## config.mk

```make
export PLATFORM = sky130hd
export DESIGN_NAME = fft_butterfly_scheduler
export DESIGN_NICKNAME = d
export VERILOG_FILES = /design/src/rtl/fft_butterfly_scheduler.sv
export SDC_FILE = /design/constraint.sdc
export NUM_CORES = 1
export LEC_CHECK = 0
export BUFFER_PORTS_ARGS = -buffer_cell sky130_fd_sc_hd__buf_2
export CORE_ASPECT_RATIO = 0.7
export CORE_UTILIZATION = 50
export DETAILED_ROUTE_END_ITERATION = 8
export PLACE_DENSITY_LB_ADDON = 0.05
export SYNTH_ARGS = -nofsm -noshare
export SYNTH_HDL_FRONTEND = slang
export SYNTH_SLANG_ARGS = --single-unit
```

## constraint.sdc

```tcl
create_clock -name clk -period 3.05 [get_ports clk]
set_clock_uncertainty 0.15 [all_clocks]
set_input_delay 0.915 -clock clk [delete_from_list [all_inputs] [get_ports clk]]
set_output_delay 0.915 -clock clk [all_outputs]
set_load 0.01 [all_outputs]
```

## src/rtl/fft_butterfly_scheduler.sv

```systemverilog
// ============================================================================
// Module   : fft_butterfly_scheduler
// Function : In-place radix-2 FFT butterfly address/twiddle sequencer with a
//            drain gap per stage and a delayed write-address pipeline.
// Revision : 1.0 - initial release
// ============================================================================
`default_nettype none

module fft_butterfly_scheduler #(
    parameter int N_POINTS = 32,
    parameter int PIPE_LAT = 1,
    localparam int ADDR_W = $clog2(N_POINTS),
    localparam int STAGES = ADDR_W,
    localparam int SW     = $clog2(STAGES)
) (
    input  logic              clk,
    input  logic              rst_n,
    input  logic              start,
    output logic              busy,
    output logic              done,
    output logic              rd_en,
    output logic [ADDR_W-1:0] rd_addr_even,
    output logic [ADDR_W-1:0] rd_addr_odd,
    output logic [ADDR_W-2:0] twiddle_idx,
    output logic              base_case,
    output logic              wr_en,
    output logic [ADDR_W-1:0] wr_addr_low,
    output logic [ADDR_W-1:0] wr_addr_high,
    output logic [SW-1:0]     stage
);

    typedef enum logic [1:0] {
        S_IDLE  = 2'd0,
        S_RUN   = 2'd1,
        S_DRAIN = 2'd2,
        S_DONE  = 2'd3
    } state_t;

    localparam int              BW           = ADDR_W - 1;
    localparam logic [BW-1:0]   c_last_b     = BW'(N_POINTS / 2 - 1);
    localparam logic [SW-1:0]   c_last_stage = SW'(STAGES - 1);
    localparam logic [2:0]      c_last_drain = 3'(PIPE_LAT - 1);

    state_t            r_state, w_state_nxt;
    logic [BW-1:0]     r_b, w_b_nxt;
    logic [SW-1:0]     w_stage_nxt;
    logic [2:0]        r_dcnt, w_dcnt_nxt;

    always_comb begin
        w_state_nxt = r_state;
        w_b_nxt     = r_b;
        w_stage_nxt = stage;
        w_dcnt_nxt  = r_dcnt;
        case (r_state)
            S_IDLE: begin
                if (start) begin
                    w_state_nxt = S_RUN;
                    w_b_nxt     = '0;
                    w_stage_nxt = '0;
                end
            end
            S_RUN: begin
                if (r_b == c_last_b) begin
                    w_state_nxt = S_DRAIN;
                    w_dcnt_nxt  = '0;
                end else begin
                    w_b_nxt = r_b + BW'(1);
                end
            end
            S_DRAIN: begin
                if (r_dcnt == c_last_drain) begin
                    w_b_nxt = '0;
                    if (stage == c_last_stage) begin
                        w_state_nxt = S_DONE;
                    end else begin
                        w_state_nxt = S_RUN;
                        w_stage_nxt = stage + SW'(1);
                    end
                end else begin
                    w_dcnt_nxt = r_dcnt + 3'd1;
                end
            end
            default: begin
                w_state_nxt = S_IDLE;
                w_b_nxt     = '0;
                w_stage_nxt = '0;
            end
        endcase
    end

    // Issue outputs are computed from the next-state values so they can be
    // registered and still line up with the state they describe.
    logic [ADDR_W-1:0] w_bx, w_mask, w_k, w_even, w_odd, w_tw_full;
    logic [SW-1:0]     w_tw_sh;
    logic              w_issue;

    always_comb begin
        w_bx      = {1'b0, w_b_nxt};
        w_mask    = (ADDR_W'(1) << w_stage_nxt) - ADDR_W'(1);
        w_k       = w_bx & w_mask;
        w_even    = ((w_bx & ~w_mask) << 1) | w_k;
        w_odd     = w_even | (ADDR_W'(1) << w_stage_nxt);
        w_tw_sh   = c_last_stage - w_stage_nxt;
        w_tw_full = w_k << w_tw_sh;
        w_issue   = (w_state_nxt == S_RUN);
    end

    always_ff @(posedge clk or negedge rst_n) begin
        if (!rst_n) begin
            r_state      <= S_IDLE;
            r_b          <= '0;
            r_dcnt       <= '0;
            stage        <= '0;
            busy         <= 1'b0;
            done         <= 1'b0;
            rd_en        <= 1'b0;
            rd_addr_even <= '0;
            rd_addr_odd  <= '0;
            twiddle_idx  <= '0;
            base_case    <= 1'b0;
        end else begin
            r_state      <= w_state_nxt;
            r_b          <= w_b_nxt;
            r_dcnt       <= w_dcnt_nxt;
            stage        <= w_stage_nxt;
            busy         <= (w_state_nxt != S_IDLE);
            done         <= (w_state_nxt == S_DONE);
            rd_en        <= w_issue;
            rd_addr_even <= w_issue ? w_even : '0;
            rd_addr_odd  <= w_issue ? w_odd : '0;
            twiddle_idx  <= w_issue ? w_tw_full[ADDR_W-2:0] : '0;
            base_case    <= w_issue && (w_stage_nxt == '0);
        end
    end

    // Write-side shift pipeline; cleared by reset so in-flight reads never
    // turn into writes after an abort.
    logic              r_pen [PIPE_LAT];
    logic [ADDR_W-1:0] r_pev [PIPE_LAT];
    logic [ADDR_W-1:0] r_pod [PIPE_LAT];

    always_ff @(posedge clk or negedge rst_n) begin
        if (!rst_n) begin
            for (int i = 0; i < PIPE_LAT; i++) begin
                r_pen[i] <= 1'b0;
                r_pev[i] <= '0;
                r_pod[i] <= '0;
            end
        end else begin
            r_pen[0] <= rd_en;
            r_pev[0] <= rd_addr_even;
            r_pod[0] <= rd_addr_odd;
            for (int i = 1; i < PIPE_LAT; i++) begin
                r_pen[i] <= r_pen[i-1];
                r_pev[i] <= r_pev[i-1];
                r_pod[i] <= r_pod[i-1];
            end
        end
    end

    assign wr_en        = r_pen[PIPE_LAT-1];
    assign wr_addr_low  = r_pev[PIPE_LAT-1];
    assign wr_addr_high = r_pod[PIPE_LAT-1];

endmodule

`default_nettype wire
```

==> results.ini, run 1 <==
[run_status]
status = complete, no violations

[placed_design]
placed_cells = 294
dp_slack_ns = -0.2945
io_buffer_count = 34
place_area_um2 = 2422
dp.final_hpwl_um = 3589
gp_congestion = 0.9036

[logic_synthesis]
synth_compound_area_share_pct = 17.77
synth-xor-area-share_pct = 0.8822
syn_inst = 190
avgSynthCellArea_um2 = 10.45
synth_ff_type = dfrtp_1
synthArstFlopShare_pct = 100.0
ys_seq_elements = 41
synth_warnings = 0
synth_edf_count = 0
syn_area_um2 = 1986
synth_top_family_by_area = compound AO/OA/AOI/OAI gates
ys_seq_area_share_pct = 51.67
synth_nets = 204
synth_mux_area_share_pct = 1.575
synthAdderAreaFrac_pct = 6.931
yosys.area_share.simple_pct = 16.07
synthDistinctLibCells = 44

[grt]
grt_pass1_vias = 1504
track_usage_pct = 24.14
grt_max_degree = 42
antenna_found_initial = 0
grt_pass1_wl_um = 7507
gr-total-overflow = 0

[drt]
drtAntennaViolNets = 0
via_per_inst = 5.538
drtIter0Drc = 163
drt-total-wl_um = 4732
vias = 1678
dr.pass1.iters = 4
drcViolationCount = 0
wl_per_cell_um = 15.62

[sta]
fin_crit_ns = 2.993
setup_viol = 0
maxSlewViolCount = 0
timing.slew.headroom_pct = 41.57
rsz0062_at_grt = true
tightest_slew_ns = 0.8764
hold_viol = 0
tns_ns = 0
fin_ws_ns = 0.05744
fin_crit_sh_pct = 98.12
max_freq_mhz = 334.2

[power_and_ir_drop]
p_leak_nw = 1.274
p_per_area_nw_per_um2 = 955.6
ir_drop_mv = 0.5686

[layout]
areaGrowthSynthToFinish_pct = 30.69
fin_nets = 266
finish.instance_area_um2 = 2595
layoutNonFillerInstCount = 303
n_antenna_cell = 0
drive_gt1_share_pct = 35.57

[setup_path]
slowest_stage = or3_4
cp_max_fo = 4
crit_arrival_ns = 3.07
path_buf_inv = 2
reg2reg_setup_slack_ns = 0.08
cp_top_family = simple AND/OR/NAND/NOR gates
cp_common_cell = ha_4
cp.required_ns = 3.13
start_kind = input pin
cpPeakStageDelay_ns = 0.40
critPathKind = in -> reg
cp-end-kind = flip-flop
path_cells = buf_2 > nor2b_4 > or3_4 > o211ai_4 > inv_2 > ha_4 > ha_4 > or3_1 > o31ai_1 > o22ai_2 > nor4_2 > a21o_1

[floorplan]
core_region_area_um2 = 3649
die-area_um2 = 4231
pin_count = 35
initial_core_util_pct = 54.42
fp-row-count = 18
fp.dieW_um = 77.32
die_h_um = 54.73

[clock_network]
clock_sinks = 41
cts_tree = done
clockRootBuffer = clkbuf_8
insertion_delay_ns = 0.29
numCtsBuffers = 5
cts_max_level = 2
clk_pin_slew_ns = 0.08
clk_path_buf_depth = 2

[hold_path]
hp-class = reg -> reg

[flow_run]
max_cap_viol_count = 0

[Yosys cell counts (3+ instances only)]
cell      count  share of area (%)
o22ai_1       3               0.95
nand2b_1      4                1.3
inv_1        17                3.2
nor2_1       10                1.9
nor3_1        3               0.76
a31oi_1       3               0.95
clkbuf_1      3               0.57
ha_1         11                6.9
o211ai_1      4                1.5
o21ai_0       6                1.5
a22oi_1       3                1.1
dfrtp_1      41                 52
nand3_1       6                1.5
nor2b_1       4                1.3
nand2_1      17                3.2
and3_1        3               0.95
nand4_1       4                1.3
a21oi_1      14                3.5
[placed cells by master, fill, tap and decap left out, drive strengths merged, types with 5 or more instances in the layout]
cell	synthesis	final
inv	17	18
o211ai	6	6
clkbuf	3	5
ha	11	11
nand2	17	17
buf	3	61
dfrtp	41	41
nand3	6	6
a21oi	15	15
nor2	10	10
o21ai	6	6
[per-stage QoR]
| step | util (%) | power [W] | hold WS (ns) |
|---|---|---|---|
| finish | 71.12 | 0.002480 | 0.2285 |
| global route | 71.12 | 0.002635 | 0.2375 |
| CTS | 70.16 | 0.002437 | 0.2220 |
| detailed placement | 66.39 | 0.001907 | 0.2056 |
| global placement | 66.39 | 0.001878 | 0.2030 |
| floorplan | - | 0.001463 | 0.2660 |
[report_power, final]
group | switching, W | internal [W] | leakage, nW | total (W)
sequential | 0.000107 | 0.000712 | 0.518 | 0.000819
clock | 0.000193 | 0.000329 | 0.0687 | 0.000523
combinational | 0.000641 | 0.000497 | 0.687 | 0.00114
[path summary, 6_finish.rpt]
kind                                           from                   endpoint  cells past startpoint
min                        rd_addr_odd[0]$_DFF_PN0_  wr_addr_high[0]$_DFF_PN0_                      0
max in group asynchronous                     rst_n      r_dcnt[0]$_DFFE_PN0P_                      1
max reg2reg                      stage[0]$_DFF_PN0_   twiddle_idx[3]$_DFF_PN0_                     13
min reg2reg                rd_addr_odd[0]$_DFF_PN0_  wr_addr_high[0]$_DFF_PN0_                      0
min in group asynchronous                     rst_n             done$_DFF_PN0_                      1
max                                           start   rd_addr_odd[4]$_DFF_PN0_                     12
[flip-flops by register name, summed over array words and instances (netlist names)]
| register | flops |
|---|---|
| wr_en | 1 |
| done | 1 |
| r_state | 2 |
| busy | 1 |
| r_b | 4 |
| rd_addr_odd | 5 |
| base_case | 1 |
| wr_addr_high | 5 |
| stage | 3 |
| rd_en | 1 |
| wr_addr_low | 5 |
| rd_addr_even | 5 |
| twiddle_idx | 4 |
| r_dcnt | 3 |
[cells by family after synthesis]
kind of cell | after synthesis
xor gates and xnor gates | 2
buffers and inverters | 23
muxes | 3
and+or+nand+nor | 61
adders and majority gates | 11
AOI/OAI and AO/OA | 49
DFF | 41
[layer usage]
metal	GRT usage [%]	vias up	part of all wire, %
li1	-	796	-
met1	33.93	813	50
met2	36.87	64	42
met3	6.833	5	7.3
met4	6.604	0	0.82
met5	0	-	0
[area by class of cell]
cell class / count / area [um^2]
clock inverter: 3 / 68.82
fill: 273 / 1054
timing repair buffer: 61 / 372.9
sequential: 41 / 1026
inverter: 17 / 63.81
tap: 50 / 62.56
clock buffer: 5 / 68.82
multi-input combinational: 126 / 932.1
[timing repair]
action	in CTS	in global routing
hold buffers	0	0
resized for setup	0	6
setup buffers	0	1
endpoints found under the setup margin	0	7
Note: power is estimated with default switching activity, not from simulation.
==> run 2, diff against run 1 <==
--- a/config.mk
+++ b/config.mk
@@ -7,7 +7,7 @@
 export LEC_CHECK = 0
 export BUFFER_PORTS_ARGS = -buffer_cell sky130_fd_sc_hd__buf_2
 export CORE_ASPECT_RATIO = 0.7
-export CORE_UTILIZATION = 50
+export CORE_UTILIZATION = 55
 export DETAILED_ROUTE_END_ITERATION = 8
 export PLACE_DENSITY_LB_ADDON = 0.05
 export SYNTH_ARGS = -nofsm -noshare
==> constraint.sdc (replaced) <==
create_clock -name clk -period 3.5 [get_ports clk]
set_clock_uncertainty 0.15 [all_clocks]
set_input_delay 1.05 -clock clk [delete_from_list [all_inputs] [get_ports clk]]
set_output_delay 1.05 -clock clk [all_outputs]
set_load 0.01 [all_outputs]
==> run 2 against run 1 <==
Net effect: clock-buffer cell count grew 1; worst hold slack lost 0.0045 ns; die area shrank 8.8%; global-route usage grew 1.6 points; critical path type unchanged; wire length shrank 6.2%; final cell count shrank 7.3%; setup slack gained 0.099 ns; design area shrank 10%; sequential power shrank 14%; non-clock buffer count shrank 18; combinational power shrank 26%; largest power group unchanged.
==> results.ini, run 2 (same netlist as run 1, synthesis figures left out) <==
[grt]
use_met2_pct = 40.21  ; was 36.87%
gr-total-overflow = 0  ; unchanged
grt_pass1_wl_um = 7258  ; was 7507 um
use_met1_pct = 35.93  ; was 33.93%
track_usage_pct = 25.77  ; was 24.14%
top_usage_layer = met2  ; unchanged
grt_pass1_vias = 1505  ; was 1504
antenna_found_initial = 0  ; unchanged
grt_max_degree = 42  ; unchanged
grt_util_met3_pct = 5.769  ; was 6.833%

[power_and_ir_drop]
p_per_area_nw_per_um2 = 798.1  ; was 955.6 nW/um^2
p_sw_w = 0.0007648  ; was 0.0009411 W
ir_drop_mv = 0.4130  ; was 0.5686 mV
p_leak_nw = 1.134  ; was 1.274 nW
p_int_w = 0.001099  ; was 0.001539 W
clockPowerShare_pct = 16.7  ; was 21.1%
switching_share_pct = 41.04  ; was 37.95%
p_seq_share_pct = 37.8  ; was 33.0%
comb_power_share_pct = 45.6  ; was 45.9%
power_w = 0.001863  ; was 0.002480 W

[setup_path]
crit_arrival_ns = 3.42  ; was 3.07 ns
cp.required_ns = 3.58  ; was 3.13 ns
start_kind = input pin  ; unchanged
reg2reg_to = twiddle_idx[3]$_DFF_PN0_  ; unchanged
cp_top_family = compound AO/OA/AOI/OAI gates  ; was simple AND/OR/NAND/NOR gates
timing.rr.start = r_dcnt[0]$_DFFE_PN0P_  ; was stage[0]$_DFF_PN0_
cp-end-kind = flip-flop  ; unchanged
crit_path_end = rd_addr_odd[2]$_DFF_PN0_  ; was rd_addr_odd[4]$_DFF_PN0_
critPathKind = in -> reg  ; unchanged
reg2reg_setup_slack_ns = 0.28  ; was 0.08 ns
path_cells = buf_2 > nor2b_1 > or3_1 > o211ai_2 > inv_1 > ha_1 > ha_1 > inv_1 > o211ai_1 > mux2i_1 > nor2_1 > o22ai_1 > a31o_2  ; was buf_2 > nor2b_4 > or3_4 > o211ai_4 > inv_2 > ha_4 > ha_4 > or3_1 > o31ai_1 > o22ai_2 > nor4_2 > a21o_1
cp_max_fo = 9  ; was 4
reg2reg_depth = 12  ; was 13
path_buf_inv = 3  ; was 2
worstSetupPathDepth = 13  ; was 12
startpoint = start  ; unchanged
cpPeakStageDelay_ns = 0.35  ; was 0.40 ns
slowest_stage = or3_1  ; was or3_4

[floorplan]
fp-row-count = 17  ; was 18
core_region_area_um2 = 3297  ; was 3649 um^2
die_h_um = 52.27  ; was 54.73 um
initial_core_util_pct = 60.23  ; was 54.42%
fp.dieW_um = 73.82  ; was 77.32 um
pin_count = 35  ; unchanged
die-area_um2 = 3858  ; was 4231 um^2

[sta]
max_freq_mhz = 299.1
rsz0062_at_grt = false  ; was true
hold_viol = 0  ; unchanged
tns_ns = 0  ; unchanged
maxSlewViolCount = 0  ; unchanged
tightest_slew_ns = 0.8682  ; was 0.8764 ns
fin_crit_sh_pct = 95.53
timing.slew.headroom_pct = 42.12  ; was 41.57%
setup_viol = 0  ; unchanged
fin_crit_ns = 3.343

[layout]
fillers = 230  ; was 273
areaGrowthSynthToFinish_pct = 17.58  ; was 30.69%
register_area_um2 = 1026  ; unchanged
layoutNonFillerInstCount = 281  ; was 303
final_cell_mix = dfrtp_1, buf_2, inv_1, nand2_1, a21oi_1  ; was dfrtp_1, buf_2, buf_4, nand2_1, inv_1
finish.instance_area_um2 = 2335  ; was 2595 um^2
multi_input_area_um2 = 858.3  ; was 932.1 um^2
final_common_cell = dfrtp_1  ; unchanged
fin_nets = 248  ; was 266
drive_gt1_share_pct = 26.07  ; was 35.57%
n_antenna_cell = 0  ; unchanged

[clock_network]
insertion_delay_ns = 0.29  ; about the same
clk_pin_slew_ns = 0.08  ; about the same
cts_setup_buffers = 0  ; unchanged
clock_sinks = 41  ; unchanged
cts_max_level = 2  ; unchanged
cts_tree = done  ; unchanged
cts.repair.resized = 0  ; unchanged
hold_buffers = 0  ; unchanged
numCtsBuffers = 5  ; unchanged
clockRootBuffer = clkbuf_8  ; unchanged
clk_path_buf_depth = 2  ; unchanged

[placed_design]
io_buffer_count = 34  ; unchanged
gp_congestion = 0.8911  ; was 0.9036
placed_cells = 274  ; was 294
dp.final_hpwl_um = 3273  ; was 3589 um
place_area_um2 = 2245  ; was 2422 um^2

[drt]
dr.pass1.iters = 5  ; was 4
drtAntennaViolNets = 0  ; unchanged
vias = 1648  ; was 1678
drt-total-wl_um = 4437  ; was 4732 um
wl_per_cell_um = 15.79  ; was 15.62 um
drcViolationCount = 0  ; unchanged
drtIter0Drc = 207  ; was 163
via_per_inst = 5.865  ; was 5.538

[flow_run]
max_cap_viol_count = 0  ; unchanged

[hold_path]
hp-class = reg -> reg  ; unchanged

[run_status]
status = complete, no violations  ; unchanged

## run 2: cell count changes in the layout (fill, tap and decap cells not counted), sizes merged
cell / before / now
bufinv: 2 / 0
clkbuf: 5 / 6
buf: 61 / 43
clkinvlp: 0 / 1
inv: 18 / 17
## run 2: how the worst min path moves through the flow
stage	start	endpoint	slack (ns)	cells past startpoint
2_1_floorplan	rd_addr_odd[0]$_DFF_PN0_	wr_addr_high[0]$_DFF_PN0_	0.27	0
3_3_place_gp	rd_addr_even[3]$_DFF_PN0_	wr_addr_low[3]$_DFF_PN0_	0.20	0
3_5_place_dp	rd_addr_odd[1]$_DFF_PN0_	wr_addr_high[1]$_DFF_PN0_	0.21	0
4_1_cts	rd_addr_even[1]$_DFF_PN0_	wr_addr_low[1]$_DFF_PN0_	0.23	0
5_1_grt	rd_addr_odd[3]$_DFF_PN0_	wr_addr_high[3]$_DFF_PN0_	0.23	0
6_report	rd_addr_even[1]$_DFF_PN0_	wr_addr_low[1]$_DFF_PN0_	0.22	0
## run 2: per-layer routing
| layer | vias up | wire length [um] |
|---|---|---|
| li1 | 759 | - |
| met1 | 783 | 1978 |
| met2 | 95 | 2024 |
| met3 | 11 | 377 |
| met4 | 0 | 56 |
| met5 | - | 0 |
## run 2: area by class of cell
class / instances / share of cell area [%]
repair buffers: 43 / 10.18
multi-input cells: 126 / 36.76
clock buffers: 6 / 3.537
clock inverters: 1 / 0.3215
well taps: 47 / 2.519
flip-flops and latches: 41 / 43.94
inverters: 17 / 2.733
## run 2: power by group through the flow
stage / combinational, W / clock (W) / sequential, W
detailed placement: 0.000825 / 0 / 0.000712
floorplan: 0.000476 / 0 / 0.000756
global placement: 0.000800 / 0 / 0.000703
global route: 0.000930 / 0.000339 / 0.000721
CTS: 0.000833 / 0.000317 / 0.000703
finish: 0.000849 / 0.000311 / 0.000704
## run 2: worst reg2reg max path, cell delays in order, from the launching register on
cell	delay (ns)
dfrtp_1	0.43
inv_1	0.08
ha_1	0.20
nor2b_1	0.31
and2_2	0.23
o211ai_2	0.10
inv_1	0.09
ha_1	0.17
ha_1	0.23
inv_1	0.19
or4b_4	0.59
a311oi_2	0.26
a21o_1	0.12
## run 2: through the flow
| stage | setup slack, ns | hold WS, ns | util (%) |
|---|---|---|---|
| 2_1_floorplan | 0.02158 | 0.2660 | - |
| 3_3_place_gp | 0.07284 | 0.2041 | 68.08 |
| 3_5_place_dp | -0.04496 | 0.2082 | 68.08 |
| 4_1_cts | 0.2275 | 0.2252 | 70.82 |
| 5_1_grt | 0.01276 | 0.2283 | 70.82 |
| 6_report | 0.1565 | 0.2240 | 70.82 |
==> run 3, diff against run 2 <==
--- a/config.mk
+++ b/config.mk
@@ -5,10 +5,10 @@
 export SDC_FILE = /design/constraint.sdc
 export NUM_CORES = 1
 export LEC_CHECK = 0
-export BUFFER_PORTS_ARGS = -buffer_cell sky130_fd_sc_hd__buf_2
 export CORE_ASPECT_RATIO = 0.7
 export CORE_UTILIZATION = 55
 export DETAILED_ROUTE_END_ITERATION = 8
+export DONT_BUFFER_PORTS = 1
 export PLACE_DENSITY_LB_ADDON = 0.05
 export SYNTH_ARGS = -nofsm -noshare
 export SYNTH_HDL_FRONTEND = slang
==> constraint.sdc (replaced) <==
create_clock -name clk -period 4.34 [get_ports clk]
set_clock_uncertainty 0.15 [all_clocks]
set_input_delay 1.302 -clock clk [delete_from_list [all_inputs] [get_ports clk]]
set_output_delay 1.302 -clock clk [all_outputs]
set_load 0.01 [all_outputs]
==> run 3 against run 2 <==
Net effect: wire length is 2.8% lower; critical path type unchanged; sequential power is 10% lower; register-to-register slack better by 0.21 ns.
==> results.ini, run 3 (same netlist as run 1, synthesis figures left out) <==
[layout]
fin_nets = 206  ; was 248
final_cell_mix = dfrtp_1, inv_1, nand2_1, a21oi_1, ha_1  ; was dfrtp_1, buf_2, inv_1, nand2_1, a21oi_1
final_common_cell = dfrtp_1  ; unchanged
drive_gt1_share_pct = 10.88  ; was 26.07%
areaGrowthSynthToFinish_pct = 7.372  ; was 17.58%
fillers = 263  ; was 230
n_antenna_cell = 0  ; unchanged
register_area_um2 = 1026  ; unchanged
multi_input_area_um2 = 860.8  ; was 858.3 um^2

[power_and_ir_drop]
p_per_area_nw_per_um2 = 676.6  ; was 798.1 nW/um^2
power_w = 0.001443  ; was 0.001863 W
ir_drop_mv = 0.2682  ; was 0.4130 mV
p_leak_nw = 0.9540  ; was 1.134 nW

[clock_network]
clockRootBuffer = clkbuf_8  ; unchanged
insertion_delay_ns = 0.29  ; about the same
clk_pin_slew_ns = 0.08  ; about the same
cts_tree = done  ; unchanged
cts_setup_buffers = 0  ; unchanged
clk_path_buf_depth = 2  ; unchanged
numCtsBuffers = 5  ; unchanged
cts_max_level = 2  ; unchanged
clock_sinks = 41  ; unchanged

[floorplan]
pin_count = 35  ; unchanged
initial_core_util_pct = 60.23  ; unchanged
core_region_area_um2 = 3297  ; unchanged
die_h_um = 52.27  ; unchanged
fp.dieW_um = 73.82  ; unchanged
fp-row-count = 17  ; unchanged
die-area_um2 = 3858  ; unchanged

[grt]
gr-total-overflow = 0  ; unchanged
antenna_found_initial = 0  ; unchanged
grt_pass1_wl_um = 7162  ; was 7258 um
track_usage_pct = 25.86  ; was 25.77%
grt_max_degree = 42  ; unchanged
grt_pass1_vias = 1353  ; was 1505

[setup_path]
crit_arrival_ns = 3.96  ; was 3.42 ns
cp.required_ns = 4.42  ; was 3.58 ns
critPathKind = in -> reg  ; unchanged
cp_top_family = compound AO/OA/AOI/OAI gates  ; unchanged
cpPeakStageDelay_ns = 0.39  ; was 0.35 ns
cp_max_fo = 11  ; was 9
slowest_stage = nor4_1  ; was or3_1
path_buf_inv = 2  ; was 3
worstSetupPathDepth = 11  ; was 13
path_cells = nor2b_1 > or3_1 > o211ai_2 > inv_1 > ha_1 > ha_1 > inv_1 > o31ai_1 > o22ai_1 > nor4_1 > a21o_1  ; was buf_2 > nor2b_1 > or3_1 > o211ai_2 > inv_1 > ha_1 > ha_1 > inv_1 > o211ai_1 > mux2i_1 > nor2_1 > o22ai_1 > a31o_2
cp-end-kind = flip-flop  ; unchanged
reg2reg_depth = 13  ; was 12
start_kind = input pin  ; unchanged

[sta]
fin_crit_ns = 3.878
rsz0062_at_grt = false  ; unchanged
hold_viol = 0  ; unchanged
tightest_slew_ns = 0.5873  ; was 0.8682 ns
maxSlewViolCount = 0  ; unchanged
timing.slew.headroom_pct = 60.44  ; was 42.12%
tns_ns = 0  ; unchanged
max_freq_mhz = 257.9
fin_crit_sh_pct = 89.34
setup_viol = 0  ; unchanged

[drt]
drcViolationCount = 0  ; unchanged
dr.pass1.iters = 4  ; was 5
drtIter0Drc = 146  ; was 207
wl_per_cell_um = 17.97  ; was 15.79 um
via_per_inst = 6.104  ; was 5.865
vias = 1465  ; was 1648
drt-total-wl_um = 4312  ; was 4437 um
drtAntennaViolNets = 0  ; unchanged

[hold_path]
hp-class = reg -> reg  ; unchanged
min_path_cells = 0  ; unchanged

[placed_design]
dp.final_hpwl_um = 3180  ; was 3273 um
gp_congestion = 0.9721  ; was 0.8911
io_buffer_count = 0  ; was 34

[flow_run]
max_cap_viol_count = 0  ; unchanged

[run_status]
status = complete, no violations  ; unchanged

==> run 3: changes by cell type in the layout (fill, tap and decap cells not counted) <==
cell,change
buf_4,-8
nor2b_1,-1
bufinv_16,+1
buf_2,-34
nor2b_2,+1
clkinv_4,+1
clkbuf_8,-1
==> run 3: stage by stage <==
| stage | cells | util, % | area [um^2] | setup WS, ns | hold slack [ns] |
|---|---|---|---|---|---|
| 5_1_grt | 240 | 64.67 | 2132 | 0.1516 | 0.3117 |
| 3_5_place_dp | 232 | 61.10 | 2014 | 0.2409 | 0.2800 |
| 4_1_cts | 240 | 64.59 | 2130 | 0.3658 | 0.2989 |
| 2_1_floorplan | 190 | - | 1986 | 0.5366 | 0.2660 |
| 3_3_place_gp | 232 | 61.10 | 2014 | 0.2520 | 0.2762 |
| 6_report | 240 | 64.67 | 2132 | 0.4624 | 0.2920 |
==> run 3: path summary, 6_finish.rpt <==
path | endpoint | startpoint | slack [ns]
setup / recovery | rd_addr_odd[4]$_DFF_PN0_ | start | 0.46
hold / removal | wr_addr_high[4]$_DFF_PN0_ | rd_addr_odd[4]$_DFF_PN0_ | 0.29
setup reg to reg | rd_addr_odd[4]$_DFF_PN0_ | r_dcnt[0]$_DFFE_PN0P_ | 0.49
hold reg to reg | wr_addr_high[4]$_DFF_PN0_ | rd_addr_odd[4]$_DFF_PN0_ | 0.29
max in group asynchronous | stage[1]$_DFF_PN0_ | rst_n | 3.40
min in group asynchronous | done$_DFF_PN0_ | rst_n | 0.55
==> run 3: routing by layer <==
metal	track usage [%]	share of wire, %	routed length [um]
met5	0	0	0
met4	8.654	1.2	53
met3	5.962	9.0	387
met2	35.02	41	1773
met1	39.88	49	2098
==> run 3: cell type report <==
class                           count  area share [%]
Sequential cell                    41           48.12
Multi-Input combinational cell    126           40.38
Clock buffer                        5           3.228
Inverter                           17           2.993
Tap cell                           47           2.758
Clock inverter                      3           2.171
Timing Repair Buffer                1          0.3521
==> run 3: repair_timing <==
| item | CTS | global route |
|---|---|---|
| endpoints found under the setup margin | 0 | 2 |
| resized for setup | 0 | 1 |
| hold buffers | 0 | 0 |
==> run 3: report_power, final <==
part,switching [W],internal (W)
clock,0.000136,0.000172
combinational,0.000332,0.000172
sequential,0.000129,0.000502
